## config.mk

```make
export PLATFORM = sky130hd
export DESIGN_NAME = pcg_rr_arbiter
export DESIGN_NICKNAME = d
export VERILOG_FILES = /design/src/rtl/pcg_rr_arbiter.sv
export SDC_FILE = /design/constraint.sdc
export NUM_CORES = 1
export LEC_CHECK = 0
export CAP_MARGIN = 20
export CORE_UTILIZATION = 57
export DETAILED_ROUTE_END_ITERATION = 7
export GPL_TIMING_DRIVEN = 0
export PLACE_DENSITY = 0.79
export SETUP_SLACK_MARGIN = 0.1
export SLEW_MARGIN = 20
export SYNTH_ARGS = -nofsm -noshare
export SYNTH_HDL_FRONTEND = slang
export SYNTH_SLANG_ARGS = --single-unit
```

## constraint.sdc

```tcl
create_clock -name clk -period 11.4 [get_ports clk]
set_input_delay 2.28 -clock clk [delete_from_list [all_inputs] [get_ports clk]]
set_output_delay 2.28 -clock clk [all_outputs]
set_load 0.1 [all_outputs]
```

## src/rtl/pcg_rr_arbiter.sv

```systemverilog
// pcg_rr_arbiter: round-robin arbiter that serves each grant with a byte drawn from a 16-bit LCG
// passed through a PCG-style xorshift/rotate output function.
module pcg_rr_arbiter #(
  parameter int          NREQ = 4,
  parameter logic [15:0] MULT = 16'h5851,
  parameter logic [15:0] INC  = 16'h1405
) (
  input  logic            clk,
  input  logic            rst,
  input  logic [NREQ-1:0] req,
  input  logic            seed_load,
  input  logic [15:0]     seed,
  output logic [NREQ-1:0] grant,
  output logic            rnd_valid,
  output logic [7:0]      rnd_data,
  output logic            busy,
  output logic [7:0]      draw_cnt
);
  localparam int W = $clog2(NREQ);
  typedef enum logic [1:0] {IDLE, STEP, OUT} st_t;
  st_t         fsm;
  logic [15:0] state, lcg_next;
  logic [W-1:0] last_winner, winner, pick, cand;
  logic        found;
  logic [7:0]  xs, rnd;
  // first requesting index at or after last_winner+1, wrapping
  always_comb begin
    pick = '0;
    found = 1'b0;
    cand = '0;
    for (int i = 1; i <= NREQ; i++) begin
      cand = W'((int'(last_winner) + i) % NREQ);
      if (!found && req[cand]) begin
        pick = cand;
        found = 1'b1;
      end
    end
  end
  assign lcg_next = state * MULT + INC;
  assign xs       = 8'(((state >> 2) ^ state) >> 3);
  assign rnd      = 8'({xs, xs} >> state[15:13]);
  always_ff @(posedge clk or posedge rst) begin
    if (rst) begin
      fsm <= IDLE;
      state <= '0;
      last_winner <= W'(NREQ - 1);
      winner <= '0;
      grant <= '0;
      rnd_valid <= 1'b0;
      rnd_data <= '0;
      busy <= 1'b0;
      draw_cnt <= '0;
    end else begin
      grant <= '0;
      rnd_valid <= 1'b0;
      rnd_data <= '0;
      if (seed_load) begin
        state <= seed;
        fsm <= IDLE;
        busy <= 1'b0;
      end else begin
        case (fsm)
          IDLE: if (found) begin
            winner <= pick;
            fsm <= STEP;
            busy <= 1'b1;
          end
          STEP: begin
            state <= lcg_next;
            fsm <= OUT;
          end
          OUT: begin
            grant <= NREQ'(1) << winner;
            rnd_valid <= 1'b1;
            rnd_data <= rnd;
            draw_cnt <= draw_cnt + 8'd1;
            last_winner <= winner;
            fsm <= IDLE;
            busy <= 1'b0;
          end
          default: fsm <= IDLE;
        endcase
      end
    end
  end
endmodule

```

==> flow_summary_export.csv <==
group,metric,value,unit
status,run_status,"finished, final reports clean",
floorplanning,io_pins,45,
setup_path,crit_path_end_kind,"output port",
grt,grt_pass1_vias,2669,
sta,tns,0,ns
logic_synthesis,yosys-top-cells-area,"dfrtp_1 (30%), ha_1 (18%), fa_1 (8.5%)",
floorplanning,core-area,5960,um2
run,max_cap_viol_count,0,
setup_path,path_delay_family,"buffers and inverters",
placed_design,dp_hpwl,5930,um
finish,drive_gt1_share,5.96,%
grt,grt.overflow.total,0,
logic_synthesis,synth_top_area_share,29.6,%
detailed_routing,num_vias,2648,
logic_synthesis,synth_top_flop_cell,"dfrtp_1",
detailed_routing,drt-initial-drc-count,108,
sta,tightest_slew,0.980,ns
logic_synthesis,yosysSeqAreaShare,31.1,%
setup_path,rr_endpoint,"state[15]",
setup_path,worstPathMaxFanout,6,
logic_synthesis,syn_area_per_cell,10.1,um2
sta,max_freq,236,MHz
setup_path,critPathLaunch,"draw_cnt[0]",
floorplanning,rows,28,
detailed_routing,dr.pass1.iters,4,
finish,num_antenna_cells,0,
clock_network,cts_buffers,5,
placed_design,globalplace.congestion,0.930,
sta,hold_violations,0,
sta,rsz0062_at_grt,"no",
setup_path,reg2reg_from,"state[0]",
logic_synthesis,synth.distinct_cells,39,
pwr,vdd.ir_drop.worst,0.000170,V
finish,fill_cells,443,
grt,antenna_found_initial,0,
logic_synthesis,yosys-top-cells-count,"ha_1 (50), dfrtp_1 (42), nand2_1 (41)",
detailed_routing,drt_wl_total,7420,um
floorplanning,die_h,80.9,um
placed_design,portBuffers,43,
setup_path,crit_slowest_cell,"clkdlybuf4s50_1",
finish,syn2layout_area_growth,18.6,%
finish,layout.nets,490,
logic_synthesis,yosysMostFrequentCell,"ha_1",
setup_path,cp.required,9.12,ns
setup_path,cp_num_buf_inv,1,
clock_network,clkSinkCount,44,
detailed_routing,antenna_left,0,
clock_network,post-cts-setup-buffers,0,
setup_path,regToRegSetupSlack,7.42,ns
floorplanning,dieArea,6550,um2
clock_network,clk_path_buf_depth,2,
setup_path,ff2ff_path_depth,14,
setup_path,max_stage_delay,1.18,ns
floorplanning,initial_utilization,59.6,%
sta,slew_violations,0,
floorplanning,fp.dieW,80.9,um
logic_synthesis,syn_nets,439,
logic_synthesis,synth-seq-cells,44,
setup_path,worstPathArrival,1.95,ns
logic_synthesis,synth_cells,351,
finish,regArea,1100,um2
setup_path,critPathCapture,"draw_cnt[0]",
sta,period_share,37.1,%
clock_network,clkLatencyLatePin,0.30,ns
clock_network,clkTransAtPathRegs,0.09,ns
sta,maxSlewHeadroom,34.4,%
hold_path,holdCritPathClass,"reg2reg",
logic_synthesis,ys_async_sr_fraction,100,%
sta,fin_skew,0.00949,ns
setup_path,path_cells,"clkdlybuf4s50_1",
clock_network,holdBufCountCts,0,
clock_network,cts_resized,0,
logic_synthesis,synth_warnings,0,
finish,final_util,70.7,%
logic_synthesis,syn_area,3550,um2
detailed_routing,wl_per_cell,15.5,um
clock_network,htree_levels,2,
detailed_routing,viasPerCell,5.54,
pwr,powerDensity,330,nW/um2
setup_path,worstSetupPathDepth,1,
grt,grt_max_degree,28,
setup_path,startpoint_type,"flop",
sta,period_minus_slack,4.23,ns
sta,setup_violations,0,
clock_network,cts-root-buf,"clkbuf_8",
logic_synthesis,synth_edf_count,0,
detailed_routing,drcViolationCount,0,
pwr,p_leak,0.00203,uW
logic_synthesis,synth_area_leader_cell,"dfrtp_1",
grt,track_usage,25.5,%
clock_network,cts_tree,"done",
grt,grt_first_pass_wirelength,12400,um
setup_path,critPathKind,"reg2out",
finish,multiInputGateArea,2260,um2
metal layers:
layer	up-vias	GRT usage (%)	share of wire, %
met5	-	0	0
met1	1270	30.5	43
met3	18	3.71	3.6
met4	0	10.0	2.9
li1	1296	-	-
met2	64	45.8	51
state kept, by name (all words and copies together) (netlist names):
signal / count
last_winner: 2
rnd_data: 8
fsm: 2
busy: 1
winner: 2
draw_cnt: 8
state: 16
rnd_valid: 1
grant: 4
layout make-up:
| class | instances | share of cell area [%] |
|---|---|---|
| buffer | 11 | 1.22 |
| clock buffer | 5 | 1.63 |
| clock inverter | 3 | 1.10 |
| inverter | 37 | 3.30 |
| multi-input combinational | 259 | 53.6 |
| sequential | 44 | 26.2 |
| tap | 75 | 2.23 |
| timing repair buffer | 44 | 10.7 |
cells in the final DEF (no fill, tap or decap), types with 15 or more instances in the layout:
master / count
nor2_1: 28
xnor2_1: 27
fa_1: 15
inv_1: 34
o21ai_0: 18
dfrtp_1: 42
ha_1: 50
nand2_1: 41
clkdlybuf4s50_1: 43
a21oi_1: 18
cell families (layout without fill, tap and decap cells):
kind of cell,Yosys count,count (layout),share of synthesized area (%)
AND/OR/NAND/NOR,91,91,11.4
AO/OA/AOI/OAI,49,49,8.25
adder cells (fa/ha/maj),65,65,26.1
multiplexers,16,16,8.25
buffers and inverters,48,100,5.36
flip-flops,44,44,31.1
XOR/XNOR,38,38,9.58
where the power goes:
part / switching [uW] / internal, uW
Combinational: 572 / 464
Sequential: 42.3 / 190
Clock: 56.6 / 66.0
through the flow:
stage | power, uW | instances | setup slack, ns | hold slack (ns) | cell area [um2]
3_3_place_gp | 1190 | 469 | 7.23 | 0.461 | 4080
4_1_cts | 1390 | 478 | 7.16 | 0.479 | 4210
3_5_place_dp | 1250 | 470 | 7.40 | 0.462 | 4100
5_1_grt | 1520 | 478 | 7.11 | 0.512 | 4210
2_1_floorplan | 1020 | 351 | 7.83 | 0.464 | 3550
6_report | 1390 | 478 | 7.17 | 0.472 | 4210
worst min-delay path by stage:
| stage | startpoint | slack (ns) | cells past startpoint | to |
|---|---|---|---|---|
| 6_report | draw_cnt[7] | 0.47 | 1 | draw_cnt[7] |
| 5_1_grt | draw_cnt[7] | 0.51 | 1 | draw_cnt[7] |
| 4_1_cts | draw_cnt[7] | 0.48 | 1 | draw_cnt[7] |
| 3_5_place_dp | draw_cnt[7] | 0.46 | 1 | draw_cnt[7] |
| 3_3_place_gp | draw_cnt[7] | 0.46 | 1 | draw_cnt[7] |
| 2_1_floorplan | winner[0] | 0.46 | 1 | grant[2] |
Note: power is estimated with default switching activity, not from simulation.
==> RTL edit 1 (same flow settings) <==
Re-encode `st_t` (3 values) as one-hot, 3 bits wide.
--- a/src/rtl/pcg_rr_arbiter.sv
+++ b/src/rtl/pcg_rr_arbiter.sv
@@ -17,7 +17,7 @@
   output logic [7:0]      draw_cnt
 );
   localparam int W = $clog2(NREQ);
-  typedef enum logic [1:0] {IDLE, STEP, OUT} st_t;
+  typedef enum logic [2:0] {IDLE = 3'b001, STEP = 3'b010, OUT = 3'b100} st_t;
   st_t         fsm;
   logic [15:0] state, lcg_next;
   logic [W-1:0] last_winner, winner, pick, cand;
Formal check against the unedited RTL: same outputs for any inputs over 4 cycles, from zero or initial values and one cycle with rst high; so few cycles prove little.
==> RTL edit 1 against the original RTL <==
- synthesized area grew 1.4%
- first-iteration DRC count grew 11%
- final area grew 1.2%
- sequential cell count grew 1
- setup slack gained 0.058 ns
- routed wire length grew 2.6%
- count of clock-buffer cells in the layout is the same
- die area grew 1.4%
- via count grew 3.4%
- register-to-register slack lost 0.10 ns
- total power shrank 26%
- largest power group unchanged
- highest routed layer unchanged
==> RTL edit 1: results (changes against the original RTL) <==
outcome: complete, no violations
vias in the first global route: 2642 (-1.0%)
first-pass GRT wire length: 12560 um (+1.6%)
R2R Setup Slk: 7.32 ns (-0.10 ns)
largest net degree at the start of global routing: 30 (+7.1%)
routed len/inst: 15.65 um (+0.90%)
worst endpoint data arrival time: 1.89 ns (-0.06 ns)
gpl congestion: 0.9701 (+4.3%)
register area share after synthesis: 31.38% (+0.30 points)
ratio of cells with drive above 1 in the final layout: 7.786% (+1.8 points)
dpl hpwl: 6035 um (+1.8%)
Overall Global Routing Usage: 25.72% (+0.26 points)
nets@finish: 498 (+1.6%)
Post-synth top cells: 50 x ha_1, 44 x nand2_1, 42 x dfrtp_1
Worst Clk Skew: 0.007072 ns (-0.002420 ns)
Crit path largest cell delay: 1.16 ns (-0.02 ns)
Leak: 0.001979 uW (-2.6%)
FF-to-FF path depth: 13 (-1)
r2r startpoint: state[4]$_DFFE_PP0P_
Slew headroom: 33.97% (-0.47 points)
Crit Reg-Reg Endpoint: state[14]$_DFFE_PP0P_
top post-synthesis cells by area: dfrtp_1 29%, ha_1 17%, fa_1 8.3%
Yosys cell types: 45 (+15%)
Vias/cell: 5.636 (+1.7%)
area post-placement: 4145 um^2 (+1.2%)
## RTL edit 1: cell count changes in the layout (fill, tap and decap cells not counted), moves of 3 or more
cell      before  now
mux4_1         8    0
mux4_2         0    8
nor2_1        28   23
nor3b_1        2    6
o221ai_1       2    6
nand2_1       41   44
nand2b_1       4    1
## RTL edit 1: kinds of logic after synthesis
logic type	synth area share, %
adder cells (fa/ha/maj)	25.71
AO/OA/AOI/OAI	9.521
buffers and inverters	6.046
XOR/XNOR	8.756
multiplexers	6.115
flip-flops	31.38
AND/OR/NAND/NOR	12.47
## RTL edit 1: per-layer routing
metal | part of all wire, % | GRT usage, % | vias to the layer above
li1 | - | - | 1339
met1 | 44 | 33.50 | 1322
met2 | 50 | 44.33 | 70
met3 | 4.5 | 4.556 | 8
met4 | 0.92 | 6.071 | 0
met5 | 0 | 0 | -
## RTL edit 1: cell type report
class | count | area [um^2]
plain buffers | 13 | 73.82
clock buffers | 5 | 68.82
clock inverters | 3 | 46.29
fillers | 440 | 1730
inverters | 37 | 143.9
multi-input cells | 264 | 2253
flip-flops and latches | 45 | 1130
well taps | 75 | 93.84
repair buffers | 44 | 450.4
## RTL edit 1: worst max-delay path by stage
stage	slack, ns	cells past startpoint	endpoint	startpoint
2_1_floorplan	7.69	13	state[14]$_DFFE_PP0P_	state[4]$_DFFE_PP0P_
3_3_place_gp	7.22	2	state[2]$_DFFE_PP0P_	rst
3_5_place_dp	7.35	6	winner[1]$_DFFE_PP0P_	req[3]
4_1_cts	7.22	1	draw_cnt[2]	draw_cnt[2]$_DFFE_PP0P_
5_1_grt	7.15	16	state[15]$_DFFE_PP0P_	state[4]$_DFFE_PP0P_
6_report	7.23	1	draw_cnt[2]	draw_cnt[2]$_DFFE_PP0P_
## RTL edit 1: metrics by stage
stage               power [uW]  instances  hold WS (ns)  utilization, %  setup slack, ns
detailed placement       900.6        478        0.4654           69.19            7.347
floorplan                747.3        359        0.4633               -            7.687
global placement         874.7        477        0.4600           68.86            7.223
CTS                       1028        486        0.4786           71.12            7.220
finish                    1026        486        0.4729           71.12            7.228
global route              1122        486        0.5043           71.12            7.153
## RTL edit 1: report_power, final
group / switching [uW] / internal [uW]
logic: 377 / 318
registers: 28.2 / 180
clock network: 57.0 / 65.6
total: 462 / 563
==> RTL edit 2 (config.mk and constraints unchanged) <==
Without the edit above. Change the parameter `NREQ` from 4 to 2.
--- a/src/rtl/pcg_rr_arbiter.sv
+++ b/src/rtl/pcg_rr_arbiter.sv
@@ -1,7 +1,7 @@
 // pcg_rr_arbiter: round-robin arbiter that serves each grant with a byte drawn from a 16-bit LCG
 // passed through a PCG-style xorshift/rotate output function.
 module pcg_rr_arbiter #(
-  parameter int          NREQ = 4,
+  parameter int          NREQ = 2,
   parameter logic [15:0] MULT = 16'h5851,
   parameter logic [15:0] INC  = 16'h1405
 ) (
Interface: changed (resized grant and req); port bits go from 45 to 41. No check against the original RTL was run, so the function may have changed too.
==> RTL edit 2 against the original RTL <==
- total power decreased by 12%
- sequential power down 13%
- via count fell by 4.3%
- final cell count down 6.1%
- routed wire length shrank 9.2%
- largest cell class unchanged
- final area fell by 6.4%
- setup slack lost 0.033 ns
- synthesized cell count fell by 6.6%
- synthesized area shrank 5.7%
- sequential cell count decreased by 4
- non-clock buffer count shrank 5
==> RTL edit 2: results (changes against the original RTL) <==
outcome: complete, no violations
Psw: 593.4 uW (-12%)
Yosys cell types: 39 (unchanged)
first-pass GRT wire length: 11540 um (-6.6%)
Post-synth top cells: 50 x ha_1, 39 x dfrtp_1, 37 x nand2_1
CTS max path bufs: 2 (unchanged)
setup bufs post-CTS: 0 (unchanged)
register area share after synthesis: 29.94% (-1.1 points)
antenna violations before repair: 0 (unchanged)
Slew @ Worst Pin: 0.9686 ns (-0.01173 ns)
first-iteration detailed-routing DRC count: 103 (-4.6%)
dpl hpwl: 5490 um (-7.4%)
top post-synthesis cells by area: dfrtp_1 29%, ha_1 19%, fa_1 9.0%
gpl congestion: 0.8758 (-5.8%)
R2R Setup Slk: 7.20 ns (-0.22 ns)
largest net degree at the start of global routing: 30 (+7.1%)
Leak: 0.001890 uW (-7.0%)
Clock Latency Late Sink: 0.30 ns (about the same)
Overall Global Routing Usage: 24.95% (-0.51 points)
vias: 2535 (-4.3%)
ratio of cells with drive above 1 in the final layout: 3.979% (-2.0 points)
post_cts resized: 0 (unchanged)
CTS clock-pin slew for the worst setup and hold paths: 0.08 ns
vias in the first global route: 2509 (-6.0%)
Worst Clk Skew: 0.01393 ns (+0.004442 ns)
Crit path largest cell delay: 1.19 ns
Fill cells: 434 (-2.0%)
routed len/inst: 15.00 um (-3.3%)
syn_nets: 414 (-5.7%)
Fin Hold WS: 0.4543 ns (-0.01795 ns)
CTS Buf Count: 5 (unchanged)
nets@finish: 462 (-5.7%)
I/O Buffers: 40 (-7.0%)
Max FO, Critical Path: 6 (unchanged)
area post-placement: 3857 um^2 (-5.8%)
VDD IR-drop max: 0.0001735 V (+1.9%)
DRT antenna net count: 0 (unchanged)
[RTL edit 2: cell types whose count changed after synthesis, moves of 3 or more]
cell     change
a21oi_1      -3
nand2_1      -4
o21a_1       +3
nor2_1       -9
dfrtp_1      -3
[RTL edit 2: kinds of logic (layout without fill, tap and decap cells)]
group           count (synthesis)  count (layout)  share of synthesized area (%)
fa+ha+maj                      65              65                          27.66
xor+xnor                       35              35                          9.159
mux                            14              14                          8.075
buf+inv                        45              94                          5.420
flops                          40              40                          29.94
compound gates                 50              50                          9.196
simple gates                   79              79                          10.54
[RTL edit 2: layout make-up]
class	instances	area, um^2	area share [%]
Clock buffer	6	72.57	1.841
Sequential cell	40	1002	25.42
Clock inverter	2	12.51	0.3174
Multi-Input combinational cell	243	2163	54.87
Timing Repair Buffer	41	420.4	10.66
Buffer	9	46.29	1.174
Inverter	36	135.1	3.427
Tap cell	72	90.09	2.285
[RTL edit 2: through the flow]
stage / setup slack [ns] / total power [uW] / std cells
3_3_place_gp: 7.322 / 1104 / 440
2_1_floorplan: 7.564 / 935.6 / 328
4_1_cts: 7.146 / 1241 / 449
6_report: 7.137 / 1230 / 449
5_1_grt: 6.998 / 1359 / 449
3_5_place_dp: 7.259 / 1134 / 441
[RTL edit 2: final timing paths]
kind,from,endpoint,depth (start not counted)
max in group asynchronous,rst,last_winner$_DFFE_PP1P_,3
min in group asynchronous,rst,rnd_data[3]$_DFF_PP0_,2
hold reg to reg,winner$_DFFE_PP0P_,grant[0]$_DFF_PP0_,1
setup / recovery,draw_cnt[0]$_DFFE_PP0P_,draw_cnt[0],1
setup reg to reg,state[4]$_DFFE_PP0P_,state[14]$_DFFE_PP0P_,16
hold / removal,winner$_DFFE_PP0P_,grant[0]$_DFF_PP0_,1
[RTL edit 2: metal layers]
| layer | vias to the layer above | GRT usage, % | part of all wire, % |
|---|---|---|---|
| met4 | 0 | 12.04 | 3.4 |
| met2 | 65 | 42.00 | 49 |
| li1 | 1225 | - | - |
| met5 | - | 0 | 0 |
| met1 | 1225 | 31.17 | 44 |
| met3 | 20 | 3.953 | 4.1 |
[RTL edit 2: power by group through the flow]
stage                     logic (uW)  clock network, uW  registers [uW]
after floorplan                  685                  0             251
final                            932               95.0             203
after CTS                        941               97.7             203
after detailed placement         928                  0             206
after global routing            1050                102             208
after global placement           899                  0             205
